## config.mk

```make
export PLATFORM = sky130hd
export DESIGN_NAME = counter_req_shaper
export DESIGN_NICKNAME = d
export VERILOG_FILES = /design/src/rtl/counter_pkg.sv /design/src/rtl/counter_req_slot.sv /design/src/rtl/counter_req_shaper.sv
export SDC_FILE = /design/constraint.sdc
export NUM_CORES = 1
export LEC_CHECK = 0
export BUFFER_PORTS_ARGS = -buffer_cell sky130_fd_sc_hd__buf_2
export CORE_AREA = 10 10 94 96
export CTS_CLUSTER_DIAMETER = 200
export DETAILED_ROUTE_END_ITERATION = 8
export DIE_AREA = 0 0 104 106
export GPL_ROUTABILITY_DRIVEN = 0
export PLACE_DENSITY = 0.38
export SETUP_SLACK_MARGIN = 0.05
export SLEW_MARGIN = 0
export SYNTH_ARGS = -nofsm -noshare
export SYNTH_HDL_FRONTEND = slang
export SYNTH_HIERARCHICAL = 1
export SYNTH_SLANG_ARGS = --single-unit
```

## constraint.sdc

```tcl
create_clock -name clk -period 8.2 [get_ports clk]
set_input_delay 1.64 -clock clk [delete_from_list [all_inputs] [get_ports clk]]
set_output_delay 1.64 -clock clk [all_outputs]
set_load 0.005 [all_outputs]
```

## src/rtl/counter_pkg.sv

```systemverilog
// Shared widths and arithmetic types for the counter request shaper.
package counter_pkg;

    localparam int unsigned WIDTH  = 4;
    localparam int unsigned STEP_W = 2;
    localparam int unsigned MAX    = 2**WIDTH - 1;

    typedef logic [WIDTH-1:0]         cnt_t;
    typedef logic [STEP_W-1:0]        step_t;
    typedef logic signed [WIDTH+1:0]  calc_t;

endpackage

```

## src/rtl/counter_req_slot.sv

```systemverilog
// One-entry request holding register with valid/ready; the entry clears when issued,
// and a new request may be captured in the same edge that the old one issues.
module counter_req_slot #(
    parameter int unsigned W = 4
) (
    input  logic         clk,
    input  logic         rst_n,
    input  logic         valid_i,
    input  logic [W-1:0] data_i,
    output logic         ready_o,
    input  logic         issue_i,
    output logic         pend_o,
    output logic [W-1:0] data_o
);

    logic         pend_q, pend_d;
    logic [W-1:0] data_q, data_d;

    assign ready_o = !pend_q || issue_i;
    assign pend_o  = pend_q;
    assign data_o  = data_q;

    always_comb begin
        pend_d = pend_q;
        data_d = data_q;
        if (valid_i && ready_o) begin
            pend_d = 1'b1;
            data_d = data_i;
        end else if (issue_i) begin
            pend_d = 1'b0;
        end
    end

    always_ff @(posedge clk or negedge rst_n) begin
        if (!rst_n) begin
            pend_q <= 1'b0;
            data_q <= '0;
        end else begin
            pend_q <= pend_d;
            data_q <= data_d;
        end
    end

endmodule

```

## src/rtl/counter_req_shaper.sv

```systemverilog
// Range-checked feeder for the up/down counter: inc/dec/init requests are held and issued
// only when the counter cannot wrap. COUNTER_REQ_SHAPER_STALL_CNT_EN adds stall_count.
module counter_req_shaper #(
    parameter int unsigned WIDTH  = counter_pkg::WIDTH,
    parameter int unsigned STEP_W = counter_pkg::STEP_W
) (
    input  logic              clk,
    input  logic              rst_n,
    input  logic              inc_req_valid,
    input  logic [STEP_W-1:0] inc_req_amt,
    output logic              inc_req_ready,
    input  logic              dec_req_valid,
    input  logic [STEP_W-1:0] dec_req_amt,
    output logic              dec_req_ready,
    input  logic              init_req_valid,
    input  logic [WIDTH-1:0]  init_req_value,
    output logic              init_req_ready,
    input  logic [WIDTH-1:0]  cnt_value,
    output logic              incr_valid,
    output logic [STEP_W-1:0] incr,
    output logic              decr_valid,
    output logic [STEP_W-1:0] decr,
    output logic              reinit,
    output logic [WIDTH-1:0]  initial_value
`ifdef COUNTER_REQ_SHAPER_STALL_CNT_EN
    ,
    output logic [7:0]        stall_count
`endif
);

    localparam int unsigned CW = WIDTH + 2;
    localparam logic signed [CW-1:0] MaxS = CW'(2**WIDTH - 1);

    logic              pend_inc, pend_dec, pend_init;
    logic [STEP_W-1:0] inc_amt, dec_amt;
    logic [WIDTH-1:0]  init_val;
    logic              issue_inc, issue_dec, issue_init;

    logic              incr_valid_q, incr_valid_d;
    logic [STEP_W-1:0] incr_q, incr_d;
    logic              decr_valid_q, decr_valid_d;
    logic [STEP_W-1:0] decr_q, decr_d;
    logic              reinit_q, reinit_d;
    logic [WIDTH-1:0]  init_value_q, init_value_d;

    logic signed [CW-1:0] base, a_ext, b_ext, net_inc, net_dec, net_both;

    counter_req_slot #(.W(STEP_W)) u_inc_slot (
        .clk     (clk),
        .rst_n   (rst_n),
        .valid_i (inc_req_valid),
        .data_i  (inc_req_amt),
        .ready_o (inc_req_ready),
        .issue_i (issue_inc),
        .pend_o  (pend_inc),
        .data_o  (inc_amt)
    );

    counter_req_slot #(.W(STEP_W)) u_dec_slot (
        .clk     (clk),
        .rst_n   (rst_n),
        .valid_i (dec_req_valid),
        .data_i  (dec_req_amt),
        .ready_o (dec_req_ready),
        .issue_i (issue_dec),
        .pend_o  (pend_dec),
        .data_o  (dec_amt)
    );

    counter_req_slot #(.W(WIDTH)) u_init_slot (
        .clk     (clk),
        .rst_n   (rst_n),
        .valid_i (init_req_valid),
        .data_i  (init_req_value),
        .ready_o (init_req_ready),
        .issue_i (issue_init),
        .pend_o  (pend_init),
        .data_o  (init_val)
    );

    assign a_ext = $signed({{(CW-STEP_W){1'b0}}, inc_amt});
    assign b_ext = $signed({{(CW-STEP_W){1'b0}}, dec_amt});

    // Base is the value the counter holds after consuming the command driven right now;
    // incr_q/decr_q are already zero whenever their valid is low.
    always_comb begin
        if (reinit_q) begin
            base = $signed({2'b00, init_value_q});
        end else begin
            base = $signed({2'b00, cnt_value})
                 + $signed({{(CW-STEP_W){1'b0}}, incr_q})
                 - $signed({{(CW-STEP_W){1'b0}}, decr_q});
        end
    end

    assign net_inc  = base + a_ext;
    assign net_dec  = base - b_ext;
    assign net_both = net_inc - b_ext;

    always_comb begin
        issue_init = pend_init;
        issue_inc  = 1'b0;
        issue_dec  = 1'b0;
        if (!pend_init) begin
            if (pend_inc && pend_dec && !net_both[CW-1] && (net_both <= MaxS)) begin
                issue_inc = 1'b1;
                issue_dec = 1'b1;
            end else if (pend_inc && (net_inc <= MaxS)) begin
                issue_inc = 1'b1;
            end else if (pend_dec && !net_dec[CW-1]) begin
                issue_dec = 1'b1;
            end
        end
    end

    always_comb begin
        incr_valid_d = issue_inc;
        incr_d       = issue_inc ? inc_amt : '0;
        decr_valid_d = issue_dec;
        decr_d       = issue_dec ? dec_amt : '0;
        reinit_d     = issue_init;
        init_value_d = issue_init ? init_val : '0;
    end

    always_ff @(posedge clk or negedge rst_n) begin
        if (!rst_n) begin
            incr_valid_q <= 1'b0;
            incr_q       <= '0;
            decr_valid_q <= 1'b0;
            decr_q       <= '0;
            reinit_q     <= 1'b0;
            init_value_q <= '0;
        end else begin
            incr_valid_q <= incr_valid_d;
            incr_q       <= incr_d;
            decr_valid_q <= decr_valid_d;
            decr_q       <= decr_d;
            reinit_q     <= reinit_d;
            init_value_q <= init_value_d;
        end
    end

    assign incr_valid    = incr_valid_q;
    assign incr          = incr_q;
    assign decr_valid    = decr_valid_q;
    assign decr          = decr_q;
    assign reinit        = reinit_q;
    assign initial_value = init_value_q;

`ifdef COUNTER_REQ_SHAPER_STALL_CNT_EN
    logic       stall;
    logic [7:0] stall_q, stall_d;

    // Only range-check holds count; waiting behind an init does not.
    assign stall = !pend_init && ((pend_inc && !issue_inc) || (pend_dec && !issue_dec));

    always_comb begin
        stall_d = stall_q;
        if (stall && (stall_q != 8'hff)) begin
            stall_d = stall_q + 8'd1;
        end
    end

    always_ff @(posedge clk or negedge rst_n) begin
        if (!rst_n) begin
            stall_q <= 8'd0;
        end else begin
            stall_q <= stall_d;
        end
    end

    assign stall_count = stall_q;
`endif

endmodule

```

# After elaboration in Yosys (flattened, before gate mapping)

Cells that the tools add are included.

Add/subtract/negate cells: 5
Order comparisons: 2
Muxes and demuxes: 16
Reduce and logical (&&, ||, !) cells: 15

Operator list:

| cell               | count |
|---|---|
| $le 6x5->1 const B | 2 |
| $mux 1             | 12 |
| $sub 6x3->6        | 2 |
| $logic_and 1x1->1  | 7 |
| $add 6x3->6        | 1 |
| $mux 6             | 1 |
| $sub 5x2->6        | 1 |
| $add 4x2->5        | 1 |
| $logic_not 1->1    | 4 |
| $mux 2             | 2 |
| $mux 4             | 1 |
| $reduce_bool 2->1  | 2 |
| $logic_or 1x1->1   | 2 |

Register bits after elaboration: 22
Input bits: 17
Output and inout bits: 14
Word-level logic and storage cells: 50

# Logic depth before layout (Yosys ltp)

Gate-level depths: netlist of run 1.

Depth in word-level cells: 13
Mapped depth: 18
Depth with buffers taken out: 18

# Modules after synthesis

The synthesis of run 1 kept the hierarchy.

Modules (own cells, without submodules):

| module                            | instances | cells an instance | area each (um^2) | sequential area each (um^2) |
|---|---|---|---|---|
| counter_req_shaper                | 1         | 138               | 1217.4           | 275.3 |
| counter_req_slot (u_dec_slot ...) | 2         | 8                 | 132.6            | 75.1 |
| counter_req_slot (u_init_slot)    | 1         | 12                | 217.7            | 125.1 |

# Worst setup path after synthesis of run 1

OpenSTA, ideal clock, no wires.

Kind: input to output
From: input port cnt_value[1]
To: output port inc_req_ready
Data arrival time: 5.190 ns
Required time: 6.560 ns
Setup slack: 1.370 ns
Cell stages on the path: 13
Path buffers: 0
Cell sequence: inv_1 > fa_1 > inv_1 > fa_1 > mux2_2 > fa_1 > ha_1 > nor2b_1 > or3_1 > a32o_1 > a22oi_1 > o22ai_1 > nand2b_4

Word-level cells in the longest chain between the ends: 11
Elaborated cells on any way between the ends: 15
Classes of those cells: add/sub: 4; order compare: 2; mux: 4; reduce/logical: 5

Ends and longest elaborated chain:

| what                                                                | RTL line                  | RTL |
|---|---|---|
| from (decl)                                                         | counter_req_shaper.sv:18  | `input logic [WIDTH-1:0] cnt_value,` |
| $add 4x2->5 (*)                                                     | counter_req_shaper.sv:91  | `+ $signed({{(CW-STEP_W){1'b0}}, incr_q})` |
| $sub 5x2->6 (*)                                                     | counter_req_shaper.sv:92  | `- $signed({{(CW-STEP_W){1'b0}}, decr_q});` |
| $mux 6 (*)                                                          | counter_req_shaper.sv:87  | `if (reinit_q) begin` |
| $add 6x3->6 (*)                                                     | counter_req_shaper.sv:96  | `assign net_inc = base + a_ext;` |
| parallel branches: the longest is 4 deep, another holds $sub 6x3->6 | -                         |  |
| $mux 1 (*)                                                          | counter_req_shaper.sv:105 | `if (pend_inc && pend_dec && !net_both[CW-1] && (net_both <= MaxS)) begin` |
| $mux 1 (*)                                                          | counter_req_shaper.sv:104 | `if (!pend_init) begin` |
| net incr_valid_d                                                    | counter_req_shaper.sv:39  | `logic incr_valid_q, incr_valid_d;` |
| $logic_or 1x1->1 (*)                                                | counter_req_slot.sv:19    | `assign ready_o = !pend_q \|\| issue_i;` |
| to (decl)                                                           | counter_req_shaper.sv:11  | `output logic inc_req_ready,` |

Mark *: on every way through the listed nets, which the timed path passes.

# Final worst setup path of run 1

Ends and elaborated chain as after synthesis.

==> metrics.txt, run 1 <==
Yosys reg bits=22; ant diodes=0; syn_nets=199; Initial Util=24.1%; Post-Synth Simple-Gate Area=20.9%; synthesized area=1700 sq um; post-route ant nets=0; final WL=4230 microns; Post-synth EDFFs=0; # port buffers=30; Hold-fix buffers, CTS=0; TritonCTS buffer count=3; worst vdd ir=0.175 mV; min-delay worst type=reg -> reg; CORE AREA=7060 sq um; num ports=31; vias per cell=4.56; synth unique cells=53; Resized cells post-CTS=0; Via Count=1353; overall power=0.769 mW; later-pin clock latency in the skew report=260 ps; TNS Setup=0 ps; Seq/Total Area, Yosys=32.4%; grt ovf=0; synth warn=6; Critical Path End Type=output pin; Root Driver=clkbuf_8; drt wl/cell=14.2 microns; Final Hold Fails=0; first-pass GRT wire length=7090 microns; Mapped Cells=166; Compound-Gate Fraction of Synth Area=18.8%; unrepaired setup endpoints after global routing=false; Worst Path Arrival=5740 ps; setup repair bufs after CTS=0; outcome=finished clean; main combinational cell family by area after synthesis=simple AND/OR/NAND/NOR gates; Util after Layout=28.9%; Area Overhead vs Synth=19.9%; CTS Buffer Depth=2; Setup Viol. Count Final=0; worst hold stages=1; Async SR Flop Fraction=100%; Worst-path clk slew=80 ps; CTS tree=built; clk sinks=22; share of post-route cells with drive strength above 1=31.3%; pin count of the biggest net entering global routing=23; Final Critical Period=7380 ps; GRT Overall Usage=7.75%; Synth Area in XOR/XNOR=0.515%; height of the die=106 microns; FP Rows=31; Clock Skew=5.68 ps; FMAX=136 MHz; worst-margin pin slew=843 ps; worst path required time=6560 ps; max-cap viol count=0; setup slack after layout=821 ps; Rel. slew slack=43.0%; crit-path max FO=6; Non-Filler Instances=297; die area=11000 sq um; post-synthesis mux area share=9.64%; Adder-Cell Fraction of Synth Area=13.5%; hold slack=492 ps; final net count=232; vias in the first global route=1408; Tcrit/Tclk final=90.0%; Startpoint Class=primary input; post-route cell area=2040 sq um; most frequent cells in the layout=buf_2, dfrtp_1, inv_1; syn_area_per_cell=10.2 sq um; CTS H-tree lvls=1; Lkg Pwr=0.991 nW; Iteration-0 DRC Markers=43; placed cell areas=1970 sq um; most common cell after layout, fill and taps aside=buf_2; Detail Placement HPWL=3510 microns; cell area power density=377 nW/um^2; Top FF cell, synth=dfrtp_1; number of placed instances, taps included=293; r2r worst-path depth=16; Detailed Routing Iterations Pass 1=4; WS Path Type=in -> out; initial antenna violation count=0; Die Wd=104 microns; detailed-route DRC error count=0; pre-CTS setup slack=825 ps; final count of pins violating max slew=0
## Yosys cell counts (all sizes together), types with 2 or more instances
cell / count / area, sq um
nor2: 8 / 30.0
nor4: 2 / 12.5
o21ai: 14 / 70.1
a22oi: 2 / 15.0
nand2b: 4 / 47.6
dfrtp: 22 / 551
mux2: 11 / 154
and3: 2 / 17.5
nand2: 5 / 31.3
or2: 3 / 21.3
inv: 17 / 63.8
o211a: 2 / 20.0
nor2b: 7 / 43.8
clkbuf: 2 / 7.51
a211oi: 2 / 15.0
nand3: 5 / 25.0
ha: 12 / 150
o32ai: 2 / 25.0
and2: 4 / 25.0
a31oi: 3 / 18.8
o2bb2ai: 2 / 17.5
or2b: 3 / 22.5
o21bai: 2 / 15.0
o22ai: 3 / 18.8
nor3: 3 / 15.0
fa: 4 / 80.1
## worst max-delay path: stages
cell and delay (ps):
buf_2 70, inv_1 40, fa_1 520, inv_1 70
fa_1 490, mux2_2 320, fa_1 510, ha_1 290
nor2b_1 210, nor3_1 70, mux2_2 280, a32o_1 220
a22oi_1 470, o22ai_1 220, nand2b_4 190, buf_2 120
## routing by layer
metal  vias to the layer above  GRT usage, %  routed length, microns
li1                        672             -                       -
met1                       640          9.41                    1980
met2                        39          13.7                    2060
met3                         2          1.27                     163
met4                         0          2.39                      25
met5                         -             0                       0
## flip-flops by register name, summed over array words and instances (netlist names)
| register | count |
|---|---|
| u_inc_slot/pend_o | 1 |
| incr | 2 |
| initial_value | 4 |
| u_dec_slot/pend_o | 1 |
| u_inc_slot/data_o | 2 |
| u_dec_slot/data_o | 2 |
| u_init_slot/pend_o | 1 |
| decr_valid | 1 |
| u_init_slot/data_o | 4 |
| incr_valid | 1 |
| reinit | 1 |
| decr | 2 |
## power by group
part	switching (mW)	internal (mW)	leakage, nW
sequential	0.0289	0.141	0.266
clock	0.0359	0.0652	0.0357
combinational	0.266	0.231	0.689
total	0.331	0.438	0.991
## area by class of cell
type | instances | area [sq um]
inverters | 17 | 63.8
repair buffers | 30 | 150
well taps | 99 | 124
clock inverters | 1 | 30.0
clock buffers | 3 | 41.3
flip-flops and latches | 22 | 551
multi-input cells | 125 | 1080
fillers | 775 | 5020
## final timing paths
kind                                        from                    to  slack (ps)
setup / recovery                    cnt_value[1]         inc_req_ready         820
hold / removal             u_init_slot/data_o[0]      initial_value[0]         490
setup reg to reg                         incr[1]  u_inc_slot/data_o[0]        3460
hold reg to reg            u_init_slot/data_o[0]      initial_value[0]         490
max in group asynchronous                  rst_n      initial_value[3]        6540
min in group asynchronous                  rst_n  u_dec_slot/data_o[0]        1330
## cells by family after synthesis
logic type / after synthesis
and+or+nand+nor: 53
xor gates and xnor gates: 1
muxes: 12
buffers and inverters: 19
AOI/OAI and AO/OA: 43
adders and majority gates: 16
DFF: 22
Note: power is estimated with default switching activity, not from simulation.
==> run 2: changes to the inputs <==
ABC_AREA = 1   (was not set)
CORE_AREA = 10 10 89 91   (was 10 10 94 96)
CTS_BUF_LIST = sky130_fd_sc_hd__clkbuf_8   (was not set)
DIE_AREA = 0 0 99 101   (was 0 0 104 106)
PLACE_DENSITY = 0.41   (was 0.38)
clock period = 6.2 ns   (was 8.2 ns; I/O delays follow)
==> run 2 against run 1 <==
Compared with the run above: sequential share of layout area is 3.2 points higher; worst setup slack worse by 400 ps; combinational power grew 34%; core utilization increased by 0.47 points; critical path depth is 5 higher; global-route usage is 0.62 points lower; first-iteration DRC count fell by 33%; sequential power up 58%; critical endpoint unchanged; highest routed layer unchanged.
==> metrics.txt, run 2 <==
later-pin clock latency in the skew report=250 ps (about the same); Rel. slew slack=68.3% (+25 points); die area=10000 sq um (-9.3%); setup slack after layout=418 ps (-404 ps); CP endpoint=inc_req_ready; fill cell count=697 (-10%); pin count of the biggest net entering global routing=23 (unchanged); Via Count=1254 (-7.3%); num ports=31 (unchanged); Mapped Cells=201 (+21%); Net Sw Frac=49.4% (+6.4 points); Worst Path Arrival=4540 ps (-1200 ps); Worst path slowest cell=fa_1; initial antenna violation count=0 (unchanged); pre-CTS setup slack=385 ps (-440 ps); CTS H-tree lvls=1 (unchanged); Die Wd=99 microns (-4.8%); Initial Util=24.5% (+0.39 points); Startpoint Class=primary input; top-count cell post-synth=nand2_1; most common cell after layout, fill and taps aside=nand2_1; Post-synth top cells=nand2_1, inv_1, dfrtp_1; most frequent cells in the layout=nand2_1, inv_1, buf_2; worst vdd ir=0.185 mV (+5.4%); share of post-route cells with drive strength above 1=21.7% (-9.6 points); synth warn=6 (unchanged); Util after Layout=29.3% (+0.47 points); met1 Use GR=8.66% (-0.76 points); Worst-path clk slew=80 ps (about the same); end of the worst register-to-register path=u_inc_slot/data_o[0]; final count of pins violating max slew=0 (unchanged); Non-Filler Instances=312 (+5.1%); Iteration-0 DRC Markers=29 (-33%); Post-synth EDFFs=0 (unchanged); FP Rows=29 (-6.5%); Clock Skew=1.64 ps (-4.03 ps); busiest grt layer=met2; final WL=3370 microns (-20%); clock network fraction of total power=9.7% (-3.4 points); R2R Setup Slk=2520 ps (-940 ps); worst path required time=4960 ps (-1600 ps); TritonCTS buffer count=3 (unchanged); Yosys reg bits=22 (unchanged); FMAX=173 MHz; met2 Resource Use GR=12.1% (-1.6 points); synthesized area=1520 sq um (-11%); number of placed instances, taps included=308 (+5.1%); Detail Placement HPWL=2920 microns (-17%); detailed-route DRC error count=0 (unchanged); Final Critical Period=5780 ps; Final Hold Fails=0 (unchanged); max-cap viol count=0 (unchanged); share of the synthesized area in the top cell type=36.2% (+3.9 points); footprint of the multi-input gates=826 sq um (-23%); Tcrit/Tclk final=93.3%; outcome=finished clean; beginning of the critical path=cnt_value[1]; syn_nets=234 (+18%); crit-path max FO=5 (-1); GR Util met3=1.65% (+0.38 points); CTS tree=built; P_sw=0.512 mW (+55%); GRT Overall Usage=7.13% (-0.62 points); worst-margin pin slew=476 ps (-366 ps); synth unique cells=20 (-62%); worst r2r src=incr[1]; grt ovf=0 (unchanged); CTS Buffer Depth=2 (unchanged); Crit path largest cell delay=540 ps (+20 ps); clk sinks=22 (unchanged); r2r worst-path depth=22 (+6); drt wl/cell=10.8 microns (-24%); overall power=1.03 mW (+35%); internal power=0.523 mW (+19%); height of the die=101 microns (-4.7%); min-delay worst type=reg -> reg; Hold-fix buffers, CTS=0 (unchanged); Detailed Routing Iterations Pass 1=4 (unchanged); Top FF cell, synth=dfrtp_1; CORE AREA=6200 sq um (-12%); setup repair bufs after CTS=0 (unchanged); Seq/Total Area, Yosys=36.2% (+3.9 points); crit-path cells=buf_2 -> inv_1 -> fa_1 -> inv_1 -> fa_1 -> nand2_1 -> nand2_1 -> fa_1 -> ha_1 -> a21oi_1 -> nand2_1 -> a21oi_2 -> nand2_1 -> nand2_1 -> nand2_1 -> o21ai_1 -> nand2_1 -> inv_1 -> inv_2 -> nand2_4 -> buf_2; cell area power density=568 nW/um^2 (+51%); vias in the first global route=1425 (+1.2%); Comb pwr share=64.5% (-0.2 points); Resized cells post-CTS=0 (unchanged); Lkg Pwr=1.08 nW (+8.8%); # port buffers=30 (unchanged); vias per cell=4.02 (-12%); Critical Path End Type=output pin; most used cell, CP=nand2_1; final net count=269 (+16%); Area Overhead vs Synth=19.9% (about the same); top cells by area, synth=dfrtp_1, nand2_1, ha_1; TNS Setup=0 ps (unchanged); first-pass GRT wire length=6070 microns (-14%); post-route ant nets=0 (unchanged); Root Driver=clkbuf_8; unrepaired setup endpoints after global routing=false; syn_area_per_cell=7.56 sq um (-26%); sequential share of power=25.9% (+3.7 points); ant diodes=0 (unchanged); WS Path Type=in -> out; Setup Viol. Count Final=0 (unchanged); register area=551 sq um (unchanged); post-synth top area cell=dfrtp_1; Async SR Flop Fraction=100% (unchanged)
-- run 2: cell types whose count changed after synthesis, sizes merged, moves of 4 or more --
cell	change
nand2	+74
inv	+20
nand3	+15
mux2	-11
o21ai	-11
nor2b	-7
a21oi	+5
and2	-4
nand2b	-4
-- run 2: kinds of logic after synthesis --
family	count (synthesis)	synth area share, %
fa+ha+maj	16	15.2
simple gates	116	35.8
flops	22	36.2
compound gates	9	3.46
buf+inv	38	9.39
-- run 2: area by class of cell --
class                           count  area share, %
Multi-Input combinational cell    141           45.4
Tap cell                           77           5.29
Clock buffer                        4           3.02
Inverter                           38           7.84
Timing Repair Buffer               30           8.25
Sequential cell                    22           30.2
-- run 2: through the flow --
stage               hold slack [ps]  area, sq um
global route                    500         1820
finish                          463         1820
floorplan                       433         1520
global placement                445         1770
detailed placement              444         1770
CTS                             464         1820
-- run 2: layer usage --
metal | vias to the layer above | part of all wire, %
met3 | 2 | 3.7
met4 | 0 | 0.83
met5 | - | 0
li1 | 683 | -
met1 | 552 | 49
met2 | 17 | 46
-- run 2: worst min path at each step --
stage                                      from                to  slack (ps)  cells after the start
final                     u_init_slot/data_o[0]  initial_value[0]         460                      2
after global routing      u_init_slot/data_o[2]  initial_value[2]         500                      2
after CTS                 u_init_slot/data_o[0]  initial_value[0]         460                      2
after detailed placement  u_init_slot/data_o[0]  initial_value[0]         440                      2
after global placement    u_init_slot/data_o[0]  initial_value[0]         440                      2
after floorplan           u_init_slot/data_o[0]  initial_value[0]         430                      2
-- run 2: worst max-delay path: cells and delay by family --
kind	cells	cell delay [ps]
compound gates	3	390
simple gates	8	630
buf+inv	6	450
fa+ha+maj	4	1820
-- run 2: power groups by stage --
stage	clock network (mW)	logic [mW]	registers, mW
after CTS	0.104	0.688	0.271
after global routing	0.111	0.807	0.280
after floorplan	0	0.514	0.259
final	0.0999	0.667	0.268
after detailed placement	0	0.682	0.274
after global placement	0	0.683	0.274
